File: src/rtl/bus_slave_mem.sv
// bus_slave_mem: memory-backed slave responder on one crossbar slave port.
//
// A request is captured in IDLE. A write is committed to the internal array
// on the capture edge. After WAIT_CYCLES wait states the block enters ACK and
// drives a single-cycle s_ack. For reads, s_rdata carries the data during
// that cycle; at all other times s_rdata is zero.
//
// Optional build macro: BUS_SLAVE_MEM_ADDR_CHECK_EN
//   defined   - nonzero s_addr[30:AW+2] marks the access out of range: the
//               write is dropped, and a read returns ERR_DATA.
//   undefined - s_addr[30:AW+2] is ignored; addresses alias modulo 2**AW words.
//
// Ports:
//   clk      rising-edge clock
//   reset    asynchronous, active-high reset
//   s_req    request, held by the master until ack
//   s_cmd    1 = write, 0 = read
//   s_addr   byte address; word index = s_addr[AW+1:2], bit 31 ignored
//   s_wdata  write data
//   s_ack    one-cycle completion pulse
//   s_rdata  read data, valid only while s_ack=1, zero otherwise
//   busy     high while a transaction waits out its wait states
module bus_slave_mem #(
    parameter int          AW          = 6,
    parameter int          WAIT_CYCLES = 2,
    parameter logic [31:0] ERR_DATA    = 32'hDEAD_BEEF
) (
    input  logic        clk,
    input  logic        reset,
    input  logic        s_req,
    input  logic        s_cmd,
    input  logic [31:0] s_addr,
    input  logic [31:0] s_wdata,
    output logic        s_ack,
    output logic [31:0] s_rdata,
    output logic        busy
);

    localparam int         DEPTH   = 2 ** AW;
    localparam logic [3:0] WAIT_LD = 4'(WAIT_CYCLES);

    localparam logic [1:0] ST_IDLE = 2'd0;
    localparam logic [1:0] ST_WAIT = 2'd1;
    localparam logic [1:0] ST_ACK  = 2'd2;

    // The wait counter is 4 bits wide, so wait states are limited to 0..15.
    if (WAIT_CYCLES < 0 || WAIT_CYCLES > 15) begin : g_bad_wait
        $error("bus_slave_mem: WAIT_CYCLES must be within 0..15");
    end

    logic [31:0]   mem_r [0:DEPTH-1];
    logic [1:0]    state_r;
    logic [3:0]    cnt_r;
    logic          cmd_r;
    logic [AW-1:0] idx_r;
    logic [31:0]   wdata_r;
    logic          oor_r;
    logic          s_ack_r;
    logic [31:0]   s_rdata_r;
    logic          busy_r;

    logic [AW-1:0] idx_s;
    logic          oor_s;
    logic          capture_s;
    logic          wr_en_s;
    logic [31:0]   rd_now_s;
    logic [31:0]   rd_cap_s;
    logic          addr_unused_s;

    assign idx_s     = s_addr[AW+1:2];
    assign capture_s = (state_r == ST_IDLE) && s_req;

`ifdef BUS_SLAVE_MEM_ADDR_CHECK_EN
    assign oor_s = (s_addr[30:AW+2] != '0);
`else
    assign oor_s = 1'b0;
`endif

    // Bits that never steer the datapath. The captured write data is kept
    // only for debug visibility, because the commit uses s_wdata at capture.
    assign addr_unused_s = ^{s_addr[31], s_addr[30:AW+2], wdata_r};

    // A write commits on the capture edge. No commit happens while reset is held.
    assign wr_en_s = capture_s && s_cmd && !oor_s && !reset;

    // Read data for the zero-wait case, where ACK is entered on the capture edge.
    always_comb begin
        rd_now_s = 32'h0000_0000;
        if (s_cmd) begin
            rd_now_s = 32'h0000_0000;
        end else if (oor_s) begin
            rd_now_s = ERR_DATA;
        end else begin
            rd_now_s = mem_r[idx_s];
        end
    end

    // Read data taken from the captured request, used when leaving WAIT.
    always_comb begin
        rd_cap_s = 32'h0000_0000;
        if (cmd_r) begin
            rd_cap_s = 32'h0000_0000;
        end else if (oor_r) begin
            rd_cap_s = ERR_DATA;
        end else begin
            rd_cap_s = mem_r[idx_r];
        end
    end

    // Storage array. It has no reset, so its contents are undefined until written.
    always_ff @(posedge clk) begin
        if (wr_en_s) begin
            mem_r[idx_s] <= s_wdata;
        end
    end

    // Transaction FSM with registered ack/rdata/busy outputs.
    always_ff @(posedge clk or posedge reset) begin
        if (reset) begin
            state_r   <= ST_IDLE;
            cnt_r     <= 4'd0;
            cmd_r     <= 1'b0;
            idx_r     <= '0;
            wdata_r   <= 32'h0000_0000;
            oor_r     <= 1'b0;
            s_ack_r   <= 1'b0;
            s_rdata_r <= 32'h0000_0000;
            busy_r    <= 1'b0;
        end else begin
            case (state_r)
                ST_IDLE: begin
                    s_ack_r   <= 1'b0;
                    s_rdata_r <= 32'h0000_0000;
                    if (s_req) begin
                        cmd_r   <= s_cmd;
                        idx_r   <= idx_s;
                        wdata_r <= s_wdata;
                        oor_r   <= oor_s;
                        cnt_r   <= WAIT_LD;
                        if (WAIT_LD == 4'd0) begin
                            state_r   <= ST_ACK;
                            s_ack_r   <= 1'b1;
                            s_rdata_r <= rd_now_s;
                            busy_r    <= 1'b0;
                        end else begin
                            state_r <= ST_WAIT;
                            busy_r  <= 1'b1;
                        end
                    end else begin
                        state_r <= ST_IDLE;
                        busy_r  <= 1'b0;
                    end
                end
                ST_WAIT: begin
                    // The last wait state is spent when the counter steps from 1 to 0.
                    cnt_r <= cnt_r - 4'd1;
                    if (cnt_r <= 4'd1) begin
                        state_r   <= ST_ACK;
                        s_ack_r   <= 1'b1;
                        s_rdata_r <= rd_cap_s;
                        busy_r    <= 1'b0;
                    end else begin
                        state_r <= ST_WAIT;
                        busy_r  <= 1'b1;
                    end
                end
                ST_ACK: begin
                    state_r   <= ST_IDLE;
                    s_ack_r   <= 1'b0;
                    s_rdata_r <= 32'h0000_0000;
                    busy_r    <= 1'b0;
                end
                default: begin
                    state_r   <= ST_IDLE;
                    cnt_r     <= 4'd0;
                    s_ack_r   <= 1'b0;
                    s_rdata_r <= 32'h0000_0000;
                    busy_r    <= 1'b0;
                end
            endcase
        end
    end

    assign s_ack   = s_ack_r;
    assign s_rdata = s_rdata_r;
    assign busy    = busy_r;

endmodule

File: config.mk
export PLATFORM = sky130hd
export DESIGN_NAME = bus_slave_mem
export DESIGN_NICKNAME = d
export VERILOG_FILES = /design/src/rtl/bus_slave_mem.sv
export SDC_FILE = /design/constraint.sdc
export NUM_CORES = 2
export LEC_CHECK = 0
export BUFFER_PORTS_ARGS = -buffer_cell sky130_fd_sc_hd__buf_2
export CAP_MARGIN = 10
export CELL_PAD_IN_SITES_DETAIL_PLACEMENT = 0
export CELL_PAD_IN_SITES_GLOBAL_PLACEMENT = 1
export CORE_MARGIN = 2
export CORE_UTILIZATION = 35
export DETAILED_ROUTE_END_ITERATION = 16
export PLACE_DENSITY_LB_ADDON = 0.05
export SYNTH_ARGS = -nofsm -noshare
export SYNTH_HDL_FRONTEND = slang
export SYNTH_SLANG_ARGS = --single-unit
File: constraint.sdc
create_clock -name clk -period 3.52 [get_ports clk]
set_input_delay 0 -clock clk [delete_from_list [all_inputs] [get_ports clk]]
set_output_delay 0 -clock clk [all_outputs]
set_load 0.1 [all_outputs]
Yosys cells after proc, flatten, opt, wreduce, memory -nomap -nowiden
Memory sizes are Yosys's and may differ from the RTL's.
Cells that the tools add are included.
{"block": "classes", "order_cmp": 1, "bitwise": 1, "n_reduce_logical": 7, "mul": 0, "div_mod_pow": 0, "n_shift": 0, "eq_ne": 4, "mux": 15, "addsub": 1}
{"op": "32-bit 2-to-1 mux", "count": 3}
{"op": "4-bit one-hot mux with 3 select lines", "count": 1}
{"op": "1-bit 2-to-1 mux", "count": 7}
{"op": "4-bit by 1-bit <= comparator with 1-bit output (second input constant)", "count": 1}
{"op": "4-bit 2-to-1 mux", "count": 1}
{"op": "2-bit != test (second input constant)", "count": 2}
{"op": "2-bit one-hot mux with 2 select lines", "count": 1}
{"op": "2-bit AND reduction", "count": 2}
{"op": "4-bit by 1-bit subtractor with 4-bit output (second input constant)", "count": 1}
{"op": "1-bit logical AND", "count": 3}
{"op": "2-bit by 1-bit equality test with 1-bit output (second input constant)", "count": 1}
{"op": "2-bit equality test (second input constant)", "count": 1}
{"op": "2-bit logical NOT", "count": 1}
{"op": "2-bit 2-to-1 mux", "count": 1}
{"op": "1-bit one-hot mux with 2 select lines", "count": 1}
{"op": "1-bit logical NOT", "count": 1}
{"op": "1-bit inverter", "count": 1}
{"block": "word_totals", "reg_bits": 47, "inputBits": 68, "n_memories": 1, "rom_bits": 0, "wordCells": 37, "latch_bits": 0, "out_inout_bits": 34, "mem_bits_rw": 2048}
{"name": "mem_r", "words": 64, "width": 32, "read_ports": 1, "rd_ports_with_merged_regs": 0, "write_ports": 1, "line": "51", "source": "logic [31:0] mem_r [0:DEPTH-1];"}

Depth between registers and ports, before layout
{"block": "depth", "ltp_word": 6, "depth_mapped": 11, "depth_no_buf": 7}

Worst setup path after synthesis
Ideal clock, no wire load.
{"block": "synth_timing", "kind": "register to register", "from": "reg state_r[0]", "to": "mem mem_r[62][0] (enable)", "path_stages_with_launch": 6, "t_required_ns": 3.099, "arrival_time_ns": 3.371, "setup_time_ns": 0.421, "synth_period_minus_slack_ns": 3.792, "setup_slack_ns": -0.272, "cell_sequence": "dfrtp_1 -> buf_2 -> nor2_1 -> and4b_1 -> nand3_1 -> nor2_1"}
{"block": "synth_via", "elab_chain_cells": 6}
{"element": "start: declaration", "line": "52", "source": "logic [1:0] state_r;"}
{"element": "start signal: assignment", "line": "120", "source": "state_r <= ST_IDLE;"}
{"element": "start signal: assignment", "line": "141", "source": "state_r <= ST_ACK;"}
{"element": "start signal: assignment", "line": "146", "source": "state_r <= ST_WAIT;"}
{"element": "2-bit logical NOT", "line": "71", "source": "assign capture_s = (state_r == ST_IDLE) && s_req;"}
{"element": "1-bit logical AND", "line": "71"}
{"element": "1-bit logical AND (2 in a row)", "line": "84", "source": "assign wr_en_s = capture_s && s_cmd && !oor_s && !reset;"}
{"element": "1-bit 2-to-1 mux", "line": "112", "source": "if (wr_en_s) begin"}
{"element": "1-bit 2-to-1 mux (not written as such)", "line": "113", "source": "mem_r[idx_s] <= s_wdata;"}
{"element": "end: declaration", "line": "51"}
Every way passes these cells.

Worst setup path after layout
{"block": "layout_timing", "from": "reg idx_r[0]", "to": "reg s_rdata_r[26], in the netlist s_rdata[26]"}
{"block": "layout_via", "elab_chain_cells": 4}
{"element": "start: declaration", "line": "55", "source": "logic [AW-1:0] idx_r;"}
{"element": "start signal: assignment", "line": "136", "source": "idx_r <= idx_s;"}
{"element": "memory read 64 x 32 bit"}
{"element": "32-bit 2-to-1 mux", "line": "101", "source": "if (cmd_r) begin"}
{"element": "32-bit 2-to-1 mux", "line": "157", "source": "if (cnt_r <= 4'd1) begin"}
{"element": "32-bit 2-to-1 mux", "line": "130", "source": "case (state_r)"}
{"element": "end signal: assignment", "line": "143", "source": "s_rdata_r <= rd_now_s;"}
{"element": "end signal: assignment", "line": "160", "source": "s_rdata_r <= rd_cap_s;"}
{"element": "end: declaration", "line": "59", "source": "logic [31:0] s_rdata_r;"}
Every way passes these cells. The select of a mux whose other input is x is not followed.
A chain may end at the register's enable or synchronous reset.

==> flow_metrics.tcl <==
set metrics [dict create \
    setup.worst_path.end_class "register" \
    cts-htree-levels 4 \
    cap_viol_max_count 0 \
    p_leak_nw 30.37 \
    cts.clk_slew.worst_paths_ns 0.06 \
    synth_compound_area_frac 0.02312 \
    wl_per_cell_um 35.27 \
    place_congestion 0.7634 \
    synthAdderAreaFrac 0.0003118 \
    synth_xor_area_frac 0.0002183 \
    start_util 0.3524 \
    hpwl_um 147600 \
    via_count 39390 \
    dieArea_um2 233100 \
    drc_errors 0 \
    synthesis.nets 3644 \
    wl_um 253300 \
    numCtsBuffers 222 \
    antenna_found_initial 22 \
    holdWs_ns 0.1090 \
    rows 175 \
    finalSetupViolations 0 \
    synthCells 3574 \
    post_cts_buffers 0 \
    syn_area_per_cell_um2 22.45 \
    final_util 0.4153 \
    cts_root_buf "clkbuf_16" \
    layout_common_cells "2,048 x edfxtp_1, 441 x mux4_2, 356 x mux2i_1, 224 x clkbuf_16, 179 x buf_4" \
    fin_tns_setup_ns 0 \
    post_cts_resized 0 \
    synthMuxAreaShare 0.1698 \
    insertion_delay_ns 0.86 \
    syn2layout_area_growth_pct 17.84 \
    grt_pass1_vias 40860 \
    drive_above_1_share 0.2839 \
    yosys_warnings 0 \
    layout_commonest_cell "edfxtp_1" \
    die_w_um 482.8 \
    cp.arrival_ns 3.93 \
    powerDensity_nw_per_um2 764.6 \
    synth_cell_type_count 46 \
    min_period_ns 3.175 \
    track_usage 0.2175 \
    die_y_um 482.8 \
    critPathBufInv 3 \
    drv_slew 0 \
    synth-edff-count 2048 \
    cts_tree "done" \
    core_area_um2 227700 \
    skew_ns 0.03066 \
    slew_headroom 0.1641 \
    grt_remaining_overflow 0 \
    io_buffers 75 \
    first_pass_iters 5 \
    viasPerCell 5.482 \
    cp-start-kind "register" \
    cts.sinks 2094 \
    async_flop_share 0.02197 \
    clockBufferDepth 3 \
    tightest_slew_ns 1.254 \
    grt_max_degree 65 \
    cp_max_fo 23 \
    synth_top_family_by_area "multiplexers" \
    holdBufCountCts 43 \
    initialDrtViolationCount 4051 \
    fmax_mhz 314.9 \
    min_period_over_period 0.9020 \
    hold_viol_final 0 \
    nets 4049 \
    grt_pass1_wl_um 343000 \
    critPathMaxStageDelay_ns 0.58 \
    critPathRequiredTime_ns 4.27 \
    yosysSeqAreaShare 0.7807 \
    crit_family "multiplexers" \
    rsz0062_at_grt "no" \
    crit_type "register to register" \
    status "completed" \
    ys_seq_elements 2094 \
    crit_path_cell_trace "buf_12 -> buf_12 -> buf_4 -> mux4_2 -> mux4_2 -> mux2i_1 -> nor2_1 -> a221o_1" \
    syn_area_um2 80250 \
    hp-class "input port to register" \
    max-vdd-ir-drop_mv 0.4661 \
    synthSimpleGateAreaFrac 0.01199 \
    crit_slowest_cell "dfrtp_4" \
    ant_nets 0 \
    pin_count 102 \
    synth-main-ff-cell "edfxtp_1" \
]
-- kinds of logic after synthesis --
kind of cell    Yosys count
compound gates          257
xor+xnor                  2
fa+ha+maj                 2
buf+inv                 201
flops                  2094
mux                     809
simple gates            209
-- worst paths after layout --
check,startpoint,end,slack [ns],cells past startpoint
worst max register to register,idx_r[0]$_DFFE_PP0N_,s_rdata[26]$_DFFE_PP0P_,0.34,8
worst max-delay path,idx_r[0]$_DFFE_PP0N_,s_rdata[26]$_DFFE_PP0P_,0.34,8
max in group asynchronous,reset,idx_r[4]$_DFFE_PP0N_,1.93,6
min in group asynchronous,reset,s_rdata[26]$_DFFE_PP0P_,0.58,5
worst min-delay path,s_wdata[24],mem_r[37][24]$_DFFE_PP_,0.11,2
worst min register to register,s_ack$_DFFE_PP0P_,s_ack$_DFFE_PP0P_,0.51,2
-- cells in the mapped netlist (2+ instances only) --
cell type  instances  share of area
dfrtp_1           46          0.014
and2_1             3        0.00023
a32o_1             5        0.00062
nor2_1            97         0.0045
o211ai_1           7        0.00065
o31ai_1            3        0.00028
nand3b_1           3        0.00028
o22a_1             5        0.00055
nand4_1            7        0.00055
a21oi_1           52         0.0032
buf_4             28         0.0026
mux4_2           441           0.12
inv_1              3        0.00014
nor2b_1            9        0.00070
a221o_1           20         0.0025
nor4_1            10        0.00078
buf_1             21        0.00098
a31oi_1            5        0.00039
a22oi_1          147          0.014
nand2_1           37         0.0017
or3b_2             2        0.00022
o21ai_0            2        0.00012
nand3_1           15        0.00094
ha_1               2        0.00031
mux2_2            12         0.0017
a22o_1             2        0.00022
clkbuf_1          77         0.0036
mux2i_1          356          0.044
nand2b_1           6        0.00047
edfxtp_1        2048           0.77
buf_2             46         0.0029
buf_6             26         0.0036
xnor2_1            2        0.00022
nor3_1            13        0.00081
o22ai_1            5        0.00039
-- through the flow --
step | area [µm²] | power (mW) | cells | setup WS, ns
after global placement | 86760 | 49.81 | 6717 | 0.2970
final | 94570 | 72.30 | 7184 | 0.3449
after floorplan | 80290 | 42.03 | 3574 | -0.2723
after detailed placement | 86760 | 49.99 | 6717 | 0.2747
after global routing | 94550 | 74.96 | 7178 | 0.2393
after CTS | 94460 | 73.29 | 7172 | 0.2642
-- sequential cells by signal, indices dropped and copies added, names as in the netlist --
register,count
state_r,2
mem_r,2048
cmd_r,1
idx_r,6
s_ack,1
cnt_r,4
s_rdata,32
-- routing by layer --
layer,track usage,routed length (µm),vias to the layer above
met5,0,0,-
met4,0.04838,4558,0
met3,0.03302,12440,272
met2,0.3686,127000,1127
met1,0.2968,109400,21990
li1,-,-,16000
-- layout make-up --
type / count / area (µm²)
fillers: 19760 / 133100
flip-flops and latches: 2094 / 62670
multi-input cells: 1279 / 17040
clock buffers: 270 / 5828
repair buffers: 379 / 3799
well taps: 3009 / 3765
clock inverters: 142 / 1440
diodes: 8 / 20.02
inverters: 3 / 12.51
-- report_power, final --
part           switching (mW)  internal (mW)  total [mW]
Combinational            12.0           8.85        20.8
Clock                    9.72           13.4        23.2
Sequential              0.681           27.6        28.3
Total                    22.4           49.9        72.3
Power figures use the tool's default switching activity.
